### src/rtl/fht_unload_if.sv
`default_nettype none
// +--------------------------------------------------------------------+
// | fht_unload_if : bank-read bus and sample stream of the FHT unloader |
// | Revision 1.0                                                       |
// +--------------------------------------------------------------------+
interface fht_unload_if #(
  parameter int A_BIT = 8,
  parameter int D_BIT = 16
);
  logic             iFHT_RDY;
  logic             iSOURCE_DATA;
  logic [D_BIT-1:0] iRD_DATA_0;
  logic [D_BIT-1:0] iRD_DATA_1;
  logic [D_BIT-1:0] iRD_DATA_2;
  logic [D_BIT-1:0] iRD_DATA_3;
  logic [A_BIT-1:0] oADDR_RD;
  logic             oRD_EN;
  logic             oBANK_SET;
  logic [D_BIT-1:0] oDATA;
  logic             oVALID;
  logic             iREADY;
  logic             oLAST;
  logic             oBUSY;
  logic             oDONE;
  logic             oABORT;

  modport master (
    input  iFHT_RDY, iSOURCE_DATA, iRD_DATA_0, iRD_DATA_1, iRD_DATA_2, iRD_DATA_3, iREADY,
    output oADDR_RD, oRD_EN, oBANK_SET, oDATA, oVALID, oLAST, oBUSY, oDONE, oABORT
  );

  modport slave (
    output iFHT_RDY, iSOURCE_DATA, iRD_DATA_0, iRD_DATA_1, iRD_DATA_2, iRD_DATA_3, iREADY,
    input  oADDR_RD, oRD_EN, oBANK_SET, oDATA, oVALID, oLAST, oBUSY, oDONE, oABORT
  );
endinterface
`default_nettype wire

### src/rtl/fht_unload.sv
`default_nettype none
// +--------------------------------------------------------------------+
// | fht_unload : streams the four FHT result banks out as one sequence  |
// | Revision 1.0                                                       |
// +--------------------------------------------------------------------+
module fht_unload #(
  parameter int A_BIT = 8,
  parameter int D_BIT = 16
) (
  input  logic          iCLK,
  input  logic          iRESET,
  fht_unload_if.master  bus
);
  localparam int               c_IDX_W     = A_BIT + 2;
  localparam logic [A_BIT-1:0] c_LAST_ADDR = {A_BIT{1'b1}};

  typedef enum logic [1:0] {
    S_IDLE  = 2'd0,
    S_READ  = 2'd1,
    S_DRAIN = 2'd2
  } state_t;

  state_t             r_state;
  logic               r_rdy_q;
  logic               r_cap;
  logic               r_wr_ptr;
  logic               r_rd_ptr;
  logic [1:0]         r_cnt;
  logic [c_IDX_W-1:0] r_idx;
  logic [A_BIT-1:0]   r_addr;
  logic [A_BIT-1:0]   r_next_addr;
  logic               r_rd_en;
  logic               r_bank_set;
  logic               r_done;
  logic               r_abort;
  logic [D_BIT-1:0]   r_buf [2][4];

  logic               w_rise;
  logic               w_abort;
  logic               w_valid;
  logic               w_hs;
  logic               w_pop;
  logic               w_last;
  logic               w_last_rd;
  logic               w_issue;
  logic [1:0]         w_cnt_next;

  assign w_rise     = bus.iFHT_RDY & ~r_rdy_q;
  assign w_abort    = (r_state != S_IDLE) & ~bus.iFHT_RDY;
  assign w_valid    = (r_cnt != 2'd0);
  assign w_hs       = w_valid & bus.iREADY;
  assign w_last     = &r_idx;
  assign w_pop      = w_hs & (&r_idx[1:0]);
  assign w_last_rd  = r_rd_en & (r_addr == c_LAST_ADDR);
  assign w_cnt_next = r_cnt + {1'b0, r_cap} - {1'b0, w_pop};
  // Entries held after this edge plus the read now on the bus must leave room for one more.
  assign w_issue    = (r_state == S_READ) & ~w_last_rd &
                      (({1'b0, w_cnt_next} + {2'b00, r_rd_en}) < 3'd2);

  always_ff @(posedge iCLK or posedge iRESET) begin
    if (iRESET) begin
      r_state     <= S_IDLE;
      r_rdy_q     <= 1'b1;
      r_cap       <= 1'b0;
      r_wr_ptr    <= 1'b0;
      r_rd_ptr    <= 1'b0;
      r_cnt       <= 2'd0;
      r_idx       <= '0;
      r_addr      <= '0;
      r_next_addr <= '0;
      r_rd_en     <= 1'b0;
      r_bank_set  <= 1'b0;
      r_done      <= 1'b0;
      r_abort     <= 1'b0;
    end else begin
      r_rdy_q <= bus.iFHT_RDY;
      r_done  <= 1'b0;
      r_abort <= 1'b0;
      if (w_abort) begin
        r_state  <= S_IDLE;
        r_abort  <= 1'b1;
        r_rd_en  <= 1'b0;
        r_cap    <= 1'b0;
        r_cnt    <= 2'd0;
        r_wr_ptr <= 1'b0;
        r_rd_ptr <= 1'b0;
        r_idx    <= '0;
      end else begin
        r_cap <= r_rd_en;
        r_cnt <= w_cnt_next;
        if (r_cap) r_wr_ptr <= ~r_wr_ptr;
        if (w_pop) r_rd_ptr <= ~r_rd_ptr;
        if (w_hs)  r_idx    <= r_idx + 1'b1;
        case (r_state)
          S_IDLE: begin
            if (w_rise) begin
              r_state     <= S_READ;
              r_bank_set  <= bus.iSOURCE_DATA;
              r_addr      <= '0;
              r_next_addr <= A_BIT'(1);
              r_rd_en     <= 1'b1;
            end
          end
          S_READ: begin
            r_rd_en <= w_issue;
            if (w_issue) begin
              r_addr      <= r_next_addr;
              r_next_addr <= r_next_addr + 1'b1;
            end
            if (w_last_rd) r_state <= S_DRAIN;
          end
          S_DRAIN: begin
            if (w_hs && w_last) begin
              r_state <= S_IDLE;
              r_done  <= 1'b1;
              r_idx   <= '0;
            end
          end
          default: r_state <= S_IDLE;
        endcase
      end
    end
  end

  // All four banks answer the same address, so one read fills a whole entry.
  always_ff @(posedge iCLK or posedge iRESET) begin
    if (iRESET) begin
      for (int e = 0; e < 2; e++) begin
        for (int w = 0; w < 4; w++) begin
          r_buf[e][w] <= '0;
        end
      end
    end else if (r_cap && !w_abort) begin
      r_buf[r_wr_ptr][0] <= bus.iRD_DATA_0;
      r_buf[r_wr_ptr][1] <= bus.iRD_DATA_1;
      r_buf[r_wr_ptr][2] <= bus.iRD_DATA_2;
      r_buf[r_wr_ptr][3] <= bus.iRD_DATA_3;
    end
  end

  assign bus.oADDR_RD  = r_addr;
  assign bus.oRD_EN    = r_rd_en;
  assign bus.oBANK_SET = r_bank_set;
  assign bus.oDATA     = r_buf[r_rd_ptr][r_idx[1:0]];
  assign bus.oVALID    = w_valid;
  assign bus.oLAST     = w_valid & w_last;
  assign bus.oBUSY     = (r_state != S_IDLE);
  assign bus.oDONE     = r_done;
  assign bus.oABORT    = r_abort;
endmodule
`default_nettype wire

### src/flat_wrapper.sv
// flat-port wrapper written by rule: the top's interface ports become plain ports
module fht_unload_flat 
#(
  parameter int A_BIT = 8,
  parameter int D_BIT = 16
)
  (iCLK, iRESET, bus_iFHT_RDY, bus_iSOURCE_DATA, bus_iRD_DATA_0, bus_iRD_DATA_1, bus_iRD_DATA_2, bus_iRD_DATA_3, bus_iREADY, bus_oADDR_RD, bus_oRD_EN, bus_oBANK_SET, bus_oDATA, bus_oVALID, bus_oLAST, bus_oBUSY, bus_oDONE, bus_oABORT);
  fht_unload_if #(.A_BIT(A_BIT), .D_BIT(D_BIT)) bus_i ();
  input  logic iCLK;
  input  logic iRESET;
  input wire logic [$bits(bus_i.iFHT_RDY)-1:0] bus_iFHT_RDY;
  input wire logic [$bits(bus_i.iSOURCE_DATA)-1:0] bus_iSOURCE_DATA;
  input wire logic [$bits(bus_i.iRD_DATA_0)-1:0] bus_iRD_DATA_0;
  input wire logic [$bits(bus_i.iRD_DATA_1)-1:0] bus_iRD_DATA_1;
  input wire logic [$bits(bus_i.iRD_DATA_2)-1:0] bus_iRD_DATA_2;
  input wire logic [$bits(bus_i.iRD_DATA_3)-1:0] bus_iRD_DATA_3;
  input wire logic [$bits(bus_i.iREADY)-1:0] bus_iREADY;
  output wire logic [$bits(bus_i.oADDR_RD)-1:0] bus_oADDR_RD;
  output wire logic [$bits(bus_i.oRD_EN)-1:0] bus_oRD_EN;
  output wire logic [$bits(bus_i.oBANK_SET)-1:0] bus_oBANK_SET;
  output wire logic [$bits(bus_i.oDATA)-1:0] bus_oDATA;
  output wire logic [$bits(bus_i.oVALID)-1:0] bus_oVALID;
  output wire logic [$bits(bus_i.oLAST)-1:0] bus_oLAST;
  output wire logic [$bits(bus_i.oBUSY)-1:0] bus_oBUSY;
  output wire logic [$bits(bus_i.oDONE)-1:0] bus_oDONE;
  output wire logic [$bits(bus_i.oABORT)-1:0] bus_oABORT;
  assign bus_i.iFHT_RDY = bus_iFHT_RDY;
  assign bus_i.iSOURCE_DATA = bus_iSOURCE_DATA;
  assign bus_i.iRD_DATA_0 = bus_iRD_DATA_0;
  assign bus_i.iRD_DATA_1 = bus_iRD_DATA_1;
  assign bus_i.iRD_DATA_2 = bus_iRD_DATA_2;
  assign bus_i.iRD_DATA_3 = bus_iRD_DATA_3;
  assign bus_i.iREADY = bus_iREADY;
  assign bus_oADDR_RD = bus_i.oADDR_RD;
  assign bus_oRD_EN = bus_i.oRD_EN;
  assign bus_oBANK_SET = bus_i.oBANK_SET;
  assign bus_oDATA = bus_i.oDATA;
  assign bus_oVALID = bus_i.oVALID;
  assign bus_oLAST = bus_i.oLAST;
  assign bus_oBUSY = bus_i.oBUSY;
  assign bus_oDONE = bus_i.oDONE;
  assign bus_oABORT = bus_i.oABORT;
  fht_unload #(.A_BIT(A_BIT), .D_BIT(D_BIT)) u_core (.iCLK(iCLK), .iRESET(iRESET), .bus(bus_i));
endmodule
### config.mk
export PLATFORM = sky130hd
export DESIGN_NAME = fht_unload_flat
export DESIGN_NICKNAME = d
export VERILOG_FILES = /design/src/rtl/fht_unload_if.sv /design/src/rtl/fht_unload.sv /design/src/flat_wrapper.sv
export SDC_FILE = /design/constraint.sdc
export NUM_CORES = 1
export LEC_CHECK = 0
export CAP_MARGIN = 40
export CORE_ASPECT_RATIO = 1.4
export CORE_MARGIN = 2
export CORE_UTILIZATION = 50
export DETAILED_ROUTE_END_ITERATION = 6
export PLACE_DENSITY_LB_ADDON = 0.2
export RECOVER_POWER = 50
export SLEW_MARGIN = 20
export SYNTH_ARGS = -nofsm -noshare
export SYNTH_HDL_FRONTEND = slang
export SYNTH_SLANG_ARGS = --single-unit
### constraint.sdc
create_clock -name iCLK -period 5.68 [get_ports iCLK]
set_input_delay 1.136 -clock iCLK [delete_from_list [all_inputs] [get_ports iCLK]]
set_output_delay 1.136 -clock iCLK [all_outputs]
set_load 0.05 [all_outputs]
After elaboration in Yosys (flattened, before gate mapping) --
Cells that the tools add are included. W data, S select, Z words.
Storage, ports and cells: bits in registers 166, bits of input ports 69, output and inout port bits 31, word-level logic and storage cells 119
Cells by class: $add $sub $neg 5, magnitude comparators 5, equal/unequal tests 8, muxes and demuxes 46, bitwise operators 17, reduce and logical (&&, ||, !) cells 17
Operator list (number):
- $bwmux W128 | 4
- $demux W64 S1 | 4
- $mux W64 | 4
- $mux W16 | 3
- $mux W48 | 1
- $mux W10 | 4
- $bmux W16 S2 | 1
- $mux W32 | 1
- $mux W8 | 4
- $pmux W8 S2 | 2
- $mux W1 | 11
- $add A10 B1 Y10 const B | 1
- $mux W2 | 5
- $reduce_and A10 Y1 | 1
- $reduce_bool A2 Y1 | 5
- $ne A3 B1 Y1 const B | 3
- $add A8 B1 Y8 const B | 1
- $and A1 B1 Y1 | 8
- $eq A8 B8 Y1 const B | 1
- $not A1 Y1 | 6
- $pmux W2 S3 | 1
- $reduce_and A3 Y1 | 2
- $ge A2 B2 Y1 const B | 2
- $ne A2 B1 Y1 const B | 2
- 17 further kinds | 21

Logic depth before layout (Yosys ltp) --
word-level depth 9, depth in mapped cells 10, depth with buffers taken out 9

Worst setup path before layout --
OpenSTA, ideal clock, no wires.
path type register -> output, start point register u_core.r_cnt[0], end point output bus_oLAST, arrival 1833 ps, data required time 4544 ps, path slack 2711 ps, cell stages (with the launch flop) 4, buffers on the path 0, cell sequence dfrtp_1 -> or2_2 -> nand3_1 -> nor3_1
Between the ends: cells in the longest elaborated chain, start to end 2
RTL lines:
- start, declared | RTL line fht_unload.sv:28 | logic [1:0] r_cnt;
- start signal, assigned | RTL line fht_unload.sv:90 | r_cnt <= w_cnt_next;
- $reduce_bool A2 Y1 | RTL line fht_unload.sv:50 | assign w_valid = (r_cnt != 2'd0);
- named net bus_oVALID | RTL line flat_wrapper.sv:22 | output wire logic [$bits(bus_i.oVALID)-1:0] bus_oVALID;
- $and A1 B1 Y1 | RTL line fht_unload.sv:146 | assign bus.oLAST = w_valid & w_last;
- end, declared | RTL line flat_wrapper.sv:23 | output wire logic [$bits(bus_i.oLAST)-1:0] bus_oLAST;
The timed path passes the listed nets, and every way through them passes these cells.

Worst setup path in the final report --
start point register u_core.r_idx[0], end point output bus_oDATA[6]
Between the ends: cells in the longest elaborated chain, start to end 4
RTL lines:
- start, declared | RTL line fht_unload.sv:29 | logic [c_IDX_W-1:0] r_idx;
- start signal, assigned | RTL line fht_unload.sv:93 | if (w_hs) r_idx <= r_idx + 1'b1;
- $not A2 Y3 (not written as such) | RTL line fht_unload.sv:144 | assign bus.oDATA = r_buf[r_rd_ptr][r_idx[1:0]];
- $bmux W16 S2 | RTL line fht_unload.sv:144
- $mux W16 (not written as such) (2 in series) | RTL line fht_unload.sv:144
- end, declared | RTL line flat_wrapper.sv:21 | output wire logic [$bits(bus_i.oDATA)-1:0] bus_oDATA;
Every way passes these cells. The select of a mux whose other input is x is not followed.

==> impl_metrics.env <==
export IMPL_yosys_area_share_adder_pct=0.642
export IMPL_synth_area_per_cell_um2=15.2
export IMPL_seq_area_frac_synth_pct=53.3
export IMPL_ys_top_cells_by_count="dfrtp_1 (165), mux2_2 (85), mux2_4 (60), mux4_2 (32), nor2_1 (20)"
export IMPL_hpwl_um=12300
export IMPL_first_pass_iters=4
export IMPL_worstPathMaxFanout=21
export IMPL_layout_area_overhead_vs_synth_pct=23.4
export IMPL_cts_repair_resized=0
export IMPL_whs_endpoint="u_core.r_buf[34]$_DFFE_PP0P_"
export IMPL_synth_top_area_share_pct=53.0
export IMPL_hold_violations=0
export IMPL_drt_iter0_markers=180
export IMPL_worst_clock_skew_ns=0.00724
export IMPL_start_util_pct=50.6
export IMPL_power_density_nw_per_um2=627
export IMPL_hold_path_class="flip-flop to flip-flop"
export IMPL_htreeDepth=4
export IMPL_worstSetupPathType="flip-flop to output port"
export IMPL_grt_pass1_wl_um=27000
export IMPL_fin_setup_tns_ns=0
export IMPL_synth_simple_area_share_pct=5.50
export IMPL_synth_edf_count=0
export IMPL_vias=4633
export IMPL_worstHoldStart="u_core.r_buf[34]$_DFFE_PP0P_"
export IMPL_clk_latency_ns=0.42
export IMPL_slew_headroom_pct=-29.7
export IMPL_fp_row_count=54
export IMPL_maxCapViolations=3
export IMPL_core_area_um2=15400
export IMPL_multi_input_comb_area_um2=3430
export IMPL_io_pins=100
export IMPL_synth_main_ff_cell="dfrtp_1"
export IMPL_clkTransAtPathRegs_ns=0.06
export IMPL_layout_drive_gt1_share_pct=35.9
export IMPL_setup_viol=0
export IMPL_synth_async_sr_flop_share_pct=100
export IMPL_max_freq_mhz=248
export IMPL_slew_violations=140
export IMPL_hold_path_depth=1
export IMPL_synth_nets=586
export IMPL_yosysWarningCount=0
export IMPL_dieArea_um2=16600
export IMPL_synth_xor_area_share_pct=1.52
export IMPL_synth_seq_cells=166
export IMPL_antenna_found_initial=1
export IMPL_synthMuxAreaShare_pct=33.3
export IMPL_grt_pass1_vias=5154
export IMPL_status="finished, violations left"
export IMPL_viasPerCell=5.64
export IMPL_fin_nets=685
export IMPL_post_cts_buffers=0
export IMPL_fillers=1162
export IMPL_grt_util_all_layers_pct=22.1
export IMPL_required_ns=4.54
export IMPL_layout_cells_non_filler=821
export IMPL_ir_worst_vdd_uv=357
export IMPL_rsz0062_at_grt="false"
export IMPL_reg2regPathDepth=9
export IMPL_synth_top_area_cell="dfrtp_1"
export IMPL_synth_top_family_by_area="multiplexers"
export IMPL_die_x_um=110
export IMPL_place_gp_congestion=0.796
export IMPL_grt_max_degree=66
export IMPL_p_total_mw=6.03
export IMPL_netlist_instances=513
export IMPL_drcViolationCount=0
export IMPL_synth_compound_area_share_pct=2.95
export IMPL_synth_area_um2=7800
export IMPL_cp_end_kind="output port"
export IMPL_min_period_ns=4.03
export IMPL_r2r_end="u_core.r_next_addr[0]$_DFFE_PP0P_"
export IMPL_cts_tree="yes"
export IMPL_ys_types=46
export IMPL_synth_most_common_cell="dfrtp_1"
export IMPL_hold_buffers=0
export IMPL_r2r_slack_ns=2.74
export IMPL_cts_root_buf="clkbuf_16"
export IMPL_synth_area_leaders="dfrtp_1 (53%), mux2_2 (12%), mux2_4 (12%), mux4_2 (9.2%), buf_6 (1.2%)"
export IMPL_dieHeight_um=152
export IMPL_violations="capacitance limit, slew limit"
export IMPL_antenna_left=0
export IMPL_worst_r2r_startpoint="u_core.r_idx[1]$_DFF_PP0_"
export IMPL_fin_crit_sh_pct=71.0
export IMPL_routed_wl_um=17300
export IMPL_wl_per_cell_um=21.1
export IMPL_cts_buffers=17
export IMPL_crit_arrival_ns=2.90
export IMPL_overflow=0
export IMPL_post_place_cells=788
export IMPL_cp_start_kind="flip-flop"
export IMPL_leakage_nw=4.15
export IMPL_clk_path_buf_depth=2
export IMPL_seq_area_um2=4160
export IMPL_port_buffers=99
export IMPL_cts_sinks=166
export IMPL_worstMarginPinSlew_ns=1.95
-- report_power, final --
| group | switching, mW | total, mW | leakage (nW) | internal (mW) |
|---|---|---|---|---|
| combinational | 1.25 | 2.70 | 1.85 | 1.45 |
| clock | 0.456 | 1.26 | 0.307 | 0.802 |
| sequential | 0.358 | 2.07 | 2.00 | 1.71 |
-- how the worst max path moves through the flow --
stage | start | end | slack (ns)
after global placement | u_core.r_idx[0]$_DFF_PP0_ | bus_oDATA[6] | 1.72
after floorplan | iRESET | u_core.bus.oABORT$_DFF_PP0_ | 0.06
after CTS | u_core.r_idx[0]$_DFF_PP0_ | bus_oDATA[6] | 1.22
after global routing | iRESET | u_core.r_buf[104]$_DFFE_PP0P_ | 1.10
final | u_core.r_idx[0]$_DFF_PP0_ | bus_oDATA[6] | 1.65
after detailed placement | u_core.r_idx[0]$_DFF_PP0_ | bus_oDATA[6] | 1.68
-- worst max-delay path, cell delays in order (launching register included) --
cell	delay (ns)
dfrtp_2	0.46
buf_12	0.23
buf_4	0.27
mux4_2	0.52
mux2_2	0.29
clkdlybuf4s50_1	0.71
-- flip-flops by register name (all words and copies together) (netlist names) --
name,count
u_core.r_buf,128
u_core.r_idx,10
u_core.bus.oADDR_RD,8
u_core.r_next_addr,8
u_core.r_cnt,2
u_core.r_state,2
u_core.bus.oABORT,1
u_core.bus.oBANK_SET,1
u_core.bus.oDONE,1
u_core.bus.oRD_EN,1
u_core.r_cap,1
u_core.r_rd_ptr,1
u_core.r_rdy_q,1
u_core.r_wr_ptr,1
-- through the flow --
step	hold WS (ns)	utilization (%)	area [um^2]	setup slack, ns
finish	0.499	62.5	9620	1.65
global placement	0.481	57.8	8900	1.72
CTS	0.504	62.6	9650	1.22
detailed placement	0.491	58.5	9010	1.68
floorplan	0.474	-	7800	0.0556
global route	0.509	62.5	9620	1.10
-- cell families (layout without fill, tap and decap cells) --
| logic type | Yosys count | after routing |
|---|---|---|
| muxes | 179 | 179 |
| DFF | 166 | 166 |
| and+or+nand+nor | 86 | 86 |
| buffers and inverters | 37 | 148 |
| AOI/OAI and AO/OA | 29 | 29 |
| xor gates and xnor gates | 12 | 12 |
| adders and majority gates | 4 | 4 |
| other | 0 | 1 |
-- cell type report --
cell class / count / area share (%)
diodes: 1 / 0.0260
clock buffers: 23 / 4.86
clock inverters: 8 / 1.78
inverters: 8 / 0.325
multi-input cells: 310 / 35.6
flip-flops and latches: 166 / 43.2
well taps: 196 / 2.55
repair buffers: 109 / 11.6
-- layer usage --
layer | share of wire (%) | routed length, um | GRT usage, %
met1 | 37 | 6400 | 23.7
met2 | 57 | 9800 | 40.8
met3 | 4.7 | 819 | 5.77
met4 | 1.9 | 324 | 8.92
met5 | 0 | 0 | 0
-- placed cells by master (no fill, tap or decap), types with 5 or more instances in the layout --
master	count
a22o_1	9
bufinv_16	5
clkbuf_1	5
clkbuf_16	17
clkdlybuf4s50_1	96
dfrtp_1	163
inv_1	7
mux2_2	85
mux2_4	60
mux4_2	32
nand2_1	19
nand3_1	12
nor2_1	20
nor3_1	7
nor4_1	6
xnor2_1	9
Note: power is estimated with default switching activity, not from simulation.
